<file path="src/rtl/multimode_game_engine.sv">
// multimode_game_engine: step counter with win/lose hit counting and an
// IDLE/PLAY/OVER game state machine. Game-over is sticky until acknowledged.
module multimode_game_engine #(
   parameter int WIDTH   = 4,
   parameter int STEP    = 2,
   parameter int HIT_MAX = 15,
   parameter int CW      = $clog2(HIT_MAX + 1)
) (
   input  logic             clk,
   input  logic             rst,
   input  logic             init,
   input  logic [WIDTH-1:0] initial_val,
   input  logic [1:0]       control,
   input  logic             en,
   input  logic             ack,
   output logic [WIDTH-1:0] count,
   output logic             winner,
   output logic             loser,
   output logic [CW-1:0]    win_cnt,
   output logic [CW-1:0]    lose_cnt,
   output logic             gameover,
   output logic [1:0]       who
);

   typedef enum logic [1:0] {
      S_IDLE = 2'd0,
      S_PLAY = 2'd1,
      S_OVER = 2'd2
   } state_t;

   localparam logic [WIDTH-1:0] STEP_W   = WIDTH'(STEP);
   localparam logic [WIDTH-1:0] ONE_W    = WIDTH'(1);
   localparam logic [WIDTH-1:0] ALL_ONES = {WIDTH{1'b1}};
   localparam logic [CW-1:0]    HIT_LIM  = CW'(HIT_MAX);
   localparam logic [CW-1:0]    CNT_ONE  = CW'(1);

   state_t           state_q, state_d;
   logic [WIDTH-1:0] count_q, count_d;
   logic             winner_q, winner_d;
   logic             loser_q, loser_d;
   logic [CW-1:0]    win_cnt_q, win_cnt_d;
   logic [CW-1:0]    lose_cnt_q, lose_cnt_d;
   logic             gameover_q, gameover_d;
   logic [1:0]       who_q, who_d;

   logic [WIDTH-1:0] step_val;
   logic [WIDTH-1:0] next_count;
   logic [CW-1:0]    win_inc;
   logic [CW-1:0]    lose_inc;

   // Next-state and next-output logic for the game FSM.
   always_comb begin
      state_d    = state_q;
      count_d    = count_q;
      winner_d   = 1'b0;
      loser_d    = 1'b0;
      win_cnt_d  = win_cnt_q;
      lose_cnt_d = lose_cnt_q;
      gameover_d = gameover_q;
      who_d      = who_q;

      // control[0] selects the large step, control[1] selects decrement;
      // arithmetic wraps naturally at WIDTH bits.
      step_val   = control[0] ? STEP_W : ONE_W;
      next_count = control[1] ? (count_q - step_val) : (count_q + step_val);
      win_inc    = win_cnt_q + CNT_ONE;
      lose_inc   = lose_cnt_q + CNT_ONE;

      case (state_q)
         S_IDLE: begin
            if (init) begin
               count_d    = initial_val;
               win_cnt_d  = '0;
               lose_cnt_d = '0;
               state_d    = S_PLAY;
            end
         end

         S_PLAY: begin
            if (init) begin
               // A load never counts as a hit, even when it lands on 0 or all-ones.
               count_d    = initial_val;
               win_cnt_d  = '0;
               lose_cnt_d = '0;
            end else if (en) begin
               count_d = next_count;
               if (next_count == '0) begin
                  loser_d    = 1'b1;
                  lose_cnt_d = lose_inc;
                  if (lose_inc == HIT_LIM) begin
                     state_d    = S_OVER;
                     gameover_d = 1'b1;
                     who_d      = 2'd1;
                  end
               end else if (next_count == ALL_ONES) begin
                  winner_d  = 1'b1;
                  win_cnt_d = win_inc;
                  if (win_inc == HIT_LIM) begin
                     state_d    = S_OVER;
                     gameover_d = 1'b1;
                     who_d      = 2'd2;
                  end
               end
            end
         end

         S_OVER: begin
            // ack clears the game; init arriving alongside it is dropped.
            if (ack) begin
               state_d    = S_IDLE;
               count_d    = '0;
               win_cnt_d  = '0;
               lose_cnt_d = '0;
               gameover_d = 1'b0;
               who_d      = 2'd0;
            end
         end

         default: begin
            state_d = S_IDLE;
         end
      endcase
   end

   // State and output registers with synchronous reset.
   always_ff @(posedge clk) begin
      if (rst) begin
         state_q    <= S_IDLE;
         count_q    <= '0;
         winner_q   <= 1'b0;
         loser_q    <= 1'b0;
         win_cnt_q  <= '0;
         lose_cnt_q <= '0;
         gameover_q <= 1'b0;
         who_q      <= 2'd0;
      end else begin
         state_q    <= state_d;
         count_q    <= count_d;
         winner_q   <= winner_d;
         loser_q    <= loser_d;
         win_cnt_q  <= win_cnt_d;
         lose_cnt_q <= lose_cnt_d;
         gameover_q <= gameover_d;
         who_q      <= who_d;
      end
   end

   assign count    = count_q;
   assign winner   = winner_q;
   assign loser    = loser_q;
   assign win_cnt  = win_cnt_q;
   assign lose_cnt = lose_cnt_q;
   assign gameover = gameover_q;
   assign who      = who_q;

endmodule

</file>
<file path="config.mk">
export PLATFORM = sky130hd
export DESIGN_NAME = multimode_game_engine
export DESIGN_NICKNAME = d
export VERILOG_FILES = /design/src/rtl/multimode_game_engine.sv
export SDC_FILE = /design/constraint.sdc
export NUM_CORES = 1
export LEC_CHECK = 0
export ABC_CLOCK_PERIOD_IN_PS = 6900
export CORE_UTILIZATION = 54
export CTS_CLUSTER_DIAMETER = 100
export DETAILED_ROUTE_END_ITERATION = 7
export GPL_ROUTABILITY_DRIVEN = 0
export PLACE_DENSITY = 0.84
export SLEW_MARGIN = 40
export SYNTH_ARGS = -nofsm -noshare
export SYNTH_HDL_FRONTEND = slang
export SYNTH_SLANG_ARGS = --single-unit
</file>
<file path="constraint.sdc">
create_clock -name clk -period 6.9 [get_ports clk]
set_input_delay 1.035 -clock clk [delete_from_list [all_inputs] [get_ports clk]]
set_output_delay 1.035 -clock clk [all_outputs]
set_load 0.05 [all_outputs]
</file>
# Word-level counts from Yosys, hierarchy flattened
# Index checks and enable logic that the tools add are counted.
# totals
ff_bits,19
in_bits,11
output_inout_bits,17
# classes
add_sub_neg,4
n_eq_ne,16
n_mux,41
n_bitwise,2
n_reduce_logical,11
# ops
op,count
two-way mux 4 bit,13
case mux 4 bit (3 select lines),3
two-way mux 2 bit,13
"!= test 3 bit, second input constant",7
AND reduction 7 bit,2
"equality test 4 bit, second input constant",3
two-way mux 1 bit,9
"adder 4 x 1 -> 4 bit, second input constant",2
"!= test 2 bit, second input constant",4
case mux 2 bit (3 select lines),1
AND reduction 6 bit,1
AND reduction 5 bit,1
OR reduction 5 bit,1
adder 4 x 2 -> 4 bit,1
zero test 4 bit,1
case mux 2 bit (2 select lines),1
AND reduction 4 bit,1
OR reduction 4 bit,1
subtractor 4 x 2 -> 4 bit,1
nonzero test 3 bit,1
"equality test 2 x 1 -> 1 bit, second input constant",1
"equality test 2 bit, second input constant",1
zero test 2 bit,1
NOT 1 bit,2
2 further kinds,2

# Longest topological paths before layout
# Gate-level depths: netlist of the first run.
# logic_depth
ltp_word,9
ltp_mapped,11
mapped_depth_nobuf,10

# Worst setup path after synthesis of the first run
# OpenSTA, ideal clock, no wires.
# synth_timing
path_kind,in2reg
from,input control[0]
to,"register gameover_q, in the netlist gameover"
setup_time_ps,123
arrival_time_ps,3157
t_required_ps,6777
slack_ps,3619
stages,10
path_buffers,0
cell_sequence,inv_1 nand2_1 inv_1 ha_1 and3b_4 or3_4 a2111oi_4 a311o_2 nand3_2 mux2_1
# synth_via
elab_chain_cells,8
# synth_lines
item,line_no,source
from (decl),13,"input logic [1:0] control,"
two-way mux 2 bit *,64,step_val = control[0] ? STEP_W : ONE_W;
adder 4 x 2 -> 4 bit / subtractor 4 x 2 -> 4 bit (equally long branches),65,next_count = control[1] ? (count_q - step_val) : (count_q + step_val);
two-way mux 4 bit *,65,
zero test 4 bit,87,if (next_count == '0) begin
two-way mux 1 bit,87,
two-way mux 1 bit,85,end else if (en) begin
two-way mux 1 bit,80,if (init) begin
case mux 1 bit (2 select lines),69,case (state_q)
to (signal assigned),143,gameover_q <= gameover_d;
to (decl),43,"logic gameover_q, gameover_d;"
# Mark *: on every way between the ends. The rest lies on a longest branch, timed or not. The select of a mux whose other input is x is not followed.
# A chain may end at the register's enable or synchronous reset.

# Final worst setup path of the first run
# Ends and elaborated chain as after synthesis.

==> flow_metrics.tcl, run 1 <==
set metrics [dict create \
    reg2reg_to "lose_cnt[0]" \
    cts_setup_buffers 0 \
    skew_ns 0.0134 \
    cap_viol_max_count 0 \
    drive_above_1_share_pct 7.73 \
    seq_area_um2 380 \
    core_um2 2250 \
    synth_ff_type "dfxtp_1" \
    whs_ns 0.504 \
    arrival_ns 3.78 \
    synth_top_family_by_area "simple AND/OR/NAND/NOR gates" \
    drt-initial-drc-count 35 \
    cts_buffer_depth 2 \
    grt_setup_unrepaired "no" \
    rows 17 \
    n_antenna_cell 0 \
    setup_violations 0 \
    cts_resized 0 \
    yosys-top-cells-area "dfxtp_1, ha_1, nand2b_1" \
    muxShareOfSynthArea_pct 3.24 \
    die_width_um 51.3 \
    vias_per_cell 5.81 \
    firstDrtPassIters 4 \
    yosys.area_share.simple_pct 26.3 \
    fin_crit_ns 3.58 \
    vias 1215 \
    final_cell_mix "clkdlybuf4s50_1, dfxtp_1, inv_1, o21ai_0" \
    drc 0 \
    final_max_slew_viol_count 0 \
    placement.cell_area_um2 1590 \
    final_core_util_pct 71.7 \
    cellPowerDensity_nw_per_um2 310 \
    cts_sinks 19 \
    final_cell_area_um2 1620 \
    dieArea_um2 2630 \
    areaGrowthSynthToFinish_pct 23.3 \
    tns_ns 0 \
    status "complete, no violations" \
    overflow 0 \
    portBuffers 27 \
    ant_nets 0 \
    start_util_pct 58.2 \
    timing.rr.start "count[0]" \
    critPathKind "in -> reg" \
    synth_nets 179 \
    ir_drop_uv 218 \
    cp-end-kind "flip-flop" \
    fmax_mhz 279 \
    crit_start "control[0]" \
    reg2reg_slack_ns 4.22 \
    pin_count 28 \
    synth_top_area_share_pct 29.0 \
    synth-xor-area-share_pct 1.34 \
    placed_cells 205 \
    hold_class "reg -> reg" \
    clock_latency_ns 0.30 \
    startpoint_type "primary input" \
    tritoncts "done" \
    worst_ep_required_time_ns 7.11 \
    synth_compound_area_share_pct 22.3 \
    syn_inst 156 \
    drt_wl_total_mm 2.84 \
    grt_pass1_vias 1108 \
    synth_top_cell_by_area "dfxtp_1" \
    period_share_pct 51.9 \
    finalNonFillerCells 209 \
    syn_area_um2 1310 \
    tightest_slew_ns 0.779 \
    die_h_um 51.3 \
    max-slew-margin-rel_pct 47.7 \
    cts_buffers 3 \
    ys.warnings.count 0 \
    synth_seq_cells 19 \
    nNetsFinal 205 \
    grt_max_degree 24 \
    ys_seq_area_share_pct 29.0 \
    detail_route.wl_per_cell_um 13.6 \
    yosys.area_share.adder_pct 12.0 \
    fillers 185 \
    hpwl_mm 2.20 \
    htree_num_levels 1 \
    grt_first_pass_wirelength_mm 4.70 \
    p_leak_nw 0.625 \
    avgSynthCellArea_um2 8.41 \
    antenna_found_initial 0 \
    synth_edf_count 0 \
    reg2reg_depth 9 \
    crit_fanout 8 \
    endpoint "gameover" \
    clk_pin_slew_worst_paths_ns 0.11 \
    clockRootBuffer "clkbuf_4" \
    finalHoldViolCount 0 \
    synth_cell_types 43 \
    ctsHoldBuffers 0 \
    grt.total_usage_pct 23.4 \
    layout_commonest_cell "clkdlybuf4s50_1" \
    async_reset_ff_share_pct 0 \
    multi_input_area_um2 856 \
]
[stage by stage]
step | power (W) | setup WS (ns)
after floorplan | 0.000373 | 3.62
after global placement | 0.000436 | 3.07
after detailed placement | 0.000443 | 2.98
after CTS | 0.000502 | 3.31
after global routing | 0.000535 | 3.20
final | 0.000501 | 3.32
[kinds of logic (layout without fill, tap and decap cells)]
kind of cell,Yosys count,in the layout
compound gates,42,42
simple gates,58,58
fa+ha+maj,12,12
flops,19,19
mux,4,4
xor+xnor,2,2
buf+inv,19,44
[worst min-delay path by stage]
stage,start,slack (ns),cells past startpoint,end
final,who[0],0.50,2,who[0]
after CTS,count[0],0.51,2,count[0]
after detailed placement,count[0],0.50,2,count[0]
after global placement,who[0],0.49,2,who[0]
after floorplan,state_q[0],0.49,2,state_q[0]
after global routing,who[0],0.55,2,who[0]
[final cells by class]
class	count	share of cell area, %
Tap cell	28	2.17
Inverter	13	3.02
Timing Repair Buffer	27	16.7
Sequential cell	19	23.5
Clock buffer	4	1.63
Multi-Input combinational cell	118	52.9
[power breakdown]
group / internal (W) / switching (W)
clock: 0.0000225 / 0.0000350
combinational: 0.000116 / 0.000186
sequential: 0.000128 / 0.0000138
total: 0.000266 / 0.000234
[synthesized netlist by cell type, types with 3 or more instances]
library cell / instances
inv_1: 13
dfxtp_1: 19
clkbuf_1: 5
nand4_1: 6
ha_1: 11
a211oi_1: 3
nand2b_1: 11
a21oi_1: 11
o21ai_0: 13
nor2_1: 8
nor2b_1: 4
a221oi_1: 4
nand2_1: 7
nor3_1: 4
[per-layer routing]
layer	vias to the layer above	global-route usage, %	part of all wire (%)
met3	2	5.65	3.8
li1	614	-	-
met1	566	29.9	47
met2	33	40.4	48
met4	0	4.05	0.35
met5	-	0	0
[sequential cells by signal (all words and copies together), names as in the netlist]
name,cells
who,2
gameover,1
lose_cnt,4
state_q,2
count,4
winner,1
win_cnt,4
loser,1
[critical path: stages]
cell and delay [ns]:
clkdlybuf4s50_1 0.45, inv_1 0.05, nand2_1 0.10, inv_1 0.06, ha_1 0.27, and3b_4 0.18, or3_4 0.41, a2111oi_4 0.53
a311o_2 0.28, nand3_2 0.10, mux2_1 0.32
Note: power is estimated with default switching activity, not from simulation.
==> run 2: changes to the inputs <==
- ABC_CLOCK_PERIOD_IN_PS: 6900 -> 3700
- CORE_ASPECT_RATIO: unset -> 2
- CORE_UTILIZATION: 54 -> 50
- PLACE_DENSITY: 0.84 -> 0.79
- clock period: 6.9 -> 3.7 ns (I/O delays scaled with it)
==> run 2 against run 1 <==
Against the previous run:
- wire length up 15%
- hold slack worse by 0.0025 ns
- via count up 5.3%
- clock power rose to 2.6 times the previous value
- largest cell class unchanged
==> flow_metrics.tcl, run 2 (synthesis gave the netlist of run 1 again) <==
set metrics [dict create \
    cpPeakStageDelay_ns 0.54 \
    tns_ns 0 \
    crit_start "control[1]" \
    path_buf_inv 2 \
    routed-wl-met3_um 120 \
    hpwl_mm 2.60 \
    detail_route.wl_per_cell_um 15.8 \
    die_h_um 74.4 \
    path_delay_family "compound AO/OA/AOI/OAI gates" \
    tritoncts "done" \
    grt_pass1_vias 1266 \
    overflow 0 \
    grt_setup_unrepaired "no" \
    final_cell_mix "clkdlybuf4s50_1, dfxtp_1, inv_1, o21ai_0" \
    hold_class "reg -> reg" \
    clockRootBuffer "clkbuf_8" \
    grt_max_degree 24 \
    areaGrowthSynthToFinish_pct 24.7 \
    crit_slowest_cell "clkdlybuf4s50_1" \
    htree_num_levels 1 \
    finalPower_w 0.000986 \
    min_from "who[0]" \
    cts_sinks 19 \
    portBuffers 27 \
    skew_ns 0.00407 \
    dp_slack_ns 0.225 \
    vias 1280 \
    period_share_pct 87.3 \
    path_cells "clkdlybuf4s50_1 > nand2_1 > inv_1 > ha_1 > and3b_4 > or3_4 > a2111oi_4 > a311o_2 > nand3_2 > mux2_1" \
    clk_pin_slew_worst_paths_ns 0.07 \
    final_core_util_pct 67.9 \
    cts_buffer_depth 2 \
    drc 0 \
    layout_commonest_cell "clkdlybuf4s50_1" \
    fin_ws_ns 0.470 \
    ant_nets 0 \
    final_cell_area_um2 1640 \
    drt-met1-wl_mm 1.14 \
    cts_resized 0 \
    pin_count 28 \
    ctsHoldBuffers 0 \
    cellPowerDensity_nw_per_um2 603 \
    dieArea_um2 2840 \
    setup_violations 0 \
    die_width_um 38.2 \
    n_antenna_cell 0 \
    p_leak_nw 0.636 \
    placement.cell_area_um2 1590 \
    critPathKind "in -> reg" \
    final_max_slew_viol_count 0 \
    status "complete, no violations" \
    arrival_ns 3.38 \
    timing.rr.start "count[0]" \
    tightest_slew_ns 0.772 \
    drt_wl_total_mm 3.28 \
    start_util_pct 54.4 \
    grt.total_usage_pct 25.8 \
    rows 25 \
    cp-end-kind "flip-flop" \
    cts_buffers 3 \
    startpoint_type "primary input" \
    cts_setup_buffers 0 \
    top_layer "met4" \
    routed-wl-met2_mm 1.85 \
    clock_latency_ns 0.26 \
    core_um2 2410 \
    grt_first_pass_wirelength_mm 5.31 \
    crit_fanout 8 \
    nNetsFinal 205 \
    fmax_mhz 310 \
    drive_above_1_share_pct 8.29 \
    cap_viol_max_count 0 \
    fin_crit_ns 3.23 \
    ir_drop_uv 391 \
    finalHoldViolCount 0 \
    vias_per_cell 6.15 \
    antenna_found_initial 0 \
    max-slew-margin-rel_pct 48.4 \
    firstDrtPassIters 5 \
    worst_ep_required_time_ns 3.85 \
    drt-initial-drc-count 31 \
]
## run 2: power breakdown
group | total [W] | switching (W) | internal (W) | leakage (nW)
logic | 0.000574 | 0.000357 | 0.000216 | 0.456
registers | 0.000266 | 0.0000267 | 0.000239 | 0.155
clock network | 0.000147 | 0.0000716 | 0.0000749 | 0.0255
total | 0.000986 | 0.000456 | 0.000530 | 0.636
## run 2: area by class of cell
class	count	area, µm²
Clock buffer	3	41.3
Fill cell	206	773
Timing Repair Buffer	27	270
Clock inverter	1	5.00
Tap cell	27	33.8
Inverter	13	48.8
Sequential cell	19	380
Multi-Input combinational cell	118	856
## run 2: worst paths after layout
kind	endpoint	slack, ns	cells after the start
worst max-delay path	gameover	0.47	10
worst max register to register	lose_cnt[0]	0.96	9
worst min register to register	who[0]	0.50	2
worst min-delay path	who[0]	0.50	2
## run 2: stage by stage
| step | hold slack [ns] | std cells |
|---|---|---|
| 3_5_place_dp | 0.494 | 204 |
| 2_1_floorplan | 0.486 | 156 |
| 4_1_cts | 0.507 | 208 |
| 3_3_place_gp | 0.477 | 204 |
| 5_1_grt | 0.532 | 208 |
| 6_report | 0.502 | 208 |
## run 2: worst register-to-register path: cells and delay by family, from the launching register on
kind            cells  cell delay [ns]
fa+ha+maj           2             0.59
buf+inv             1             0.07
flops               1             0.34
xor+xnor            1             0.36
simple gates        4             1.16
compound gates      1             0.13
## run 2: routing by layer
| layer | global-route usage [%] | vias to the layer above |
|---|---|---|
| li1 | - | 615 |
| met3 | 2.99 | 17 |
| met1 | 23.4 | 596 |
| met5 | 0 | - |
| met4 | 19.4 | 0 |
| met2 | 48.0 | 52 |
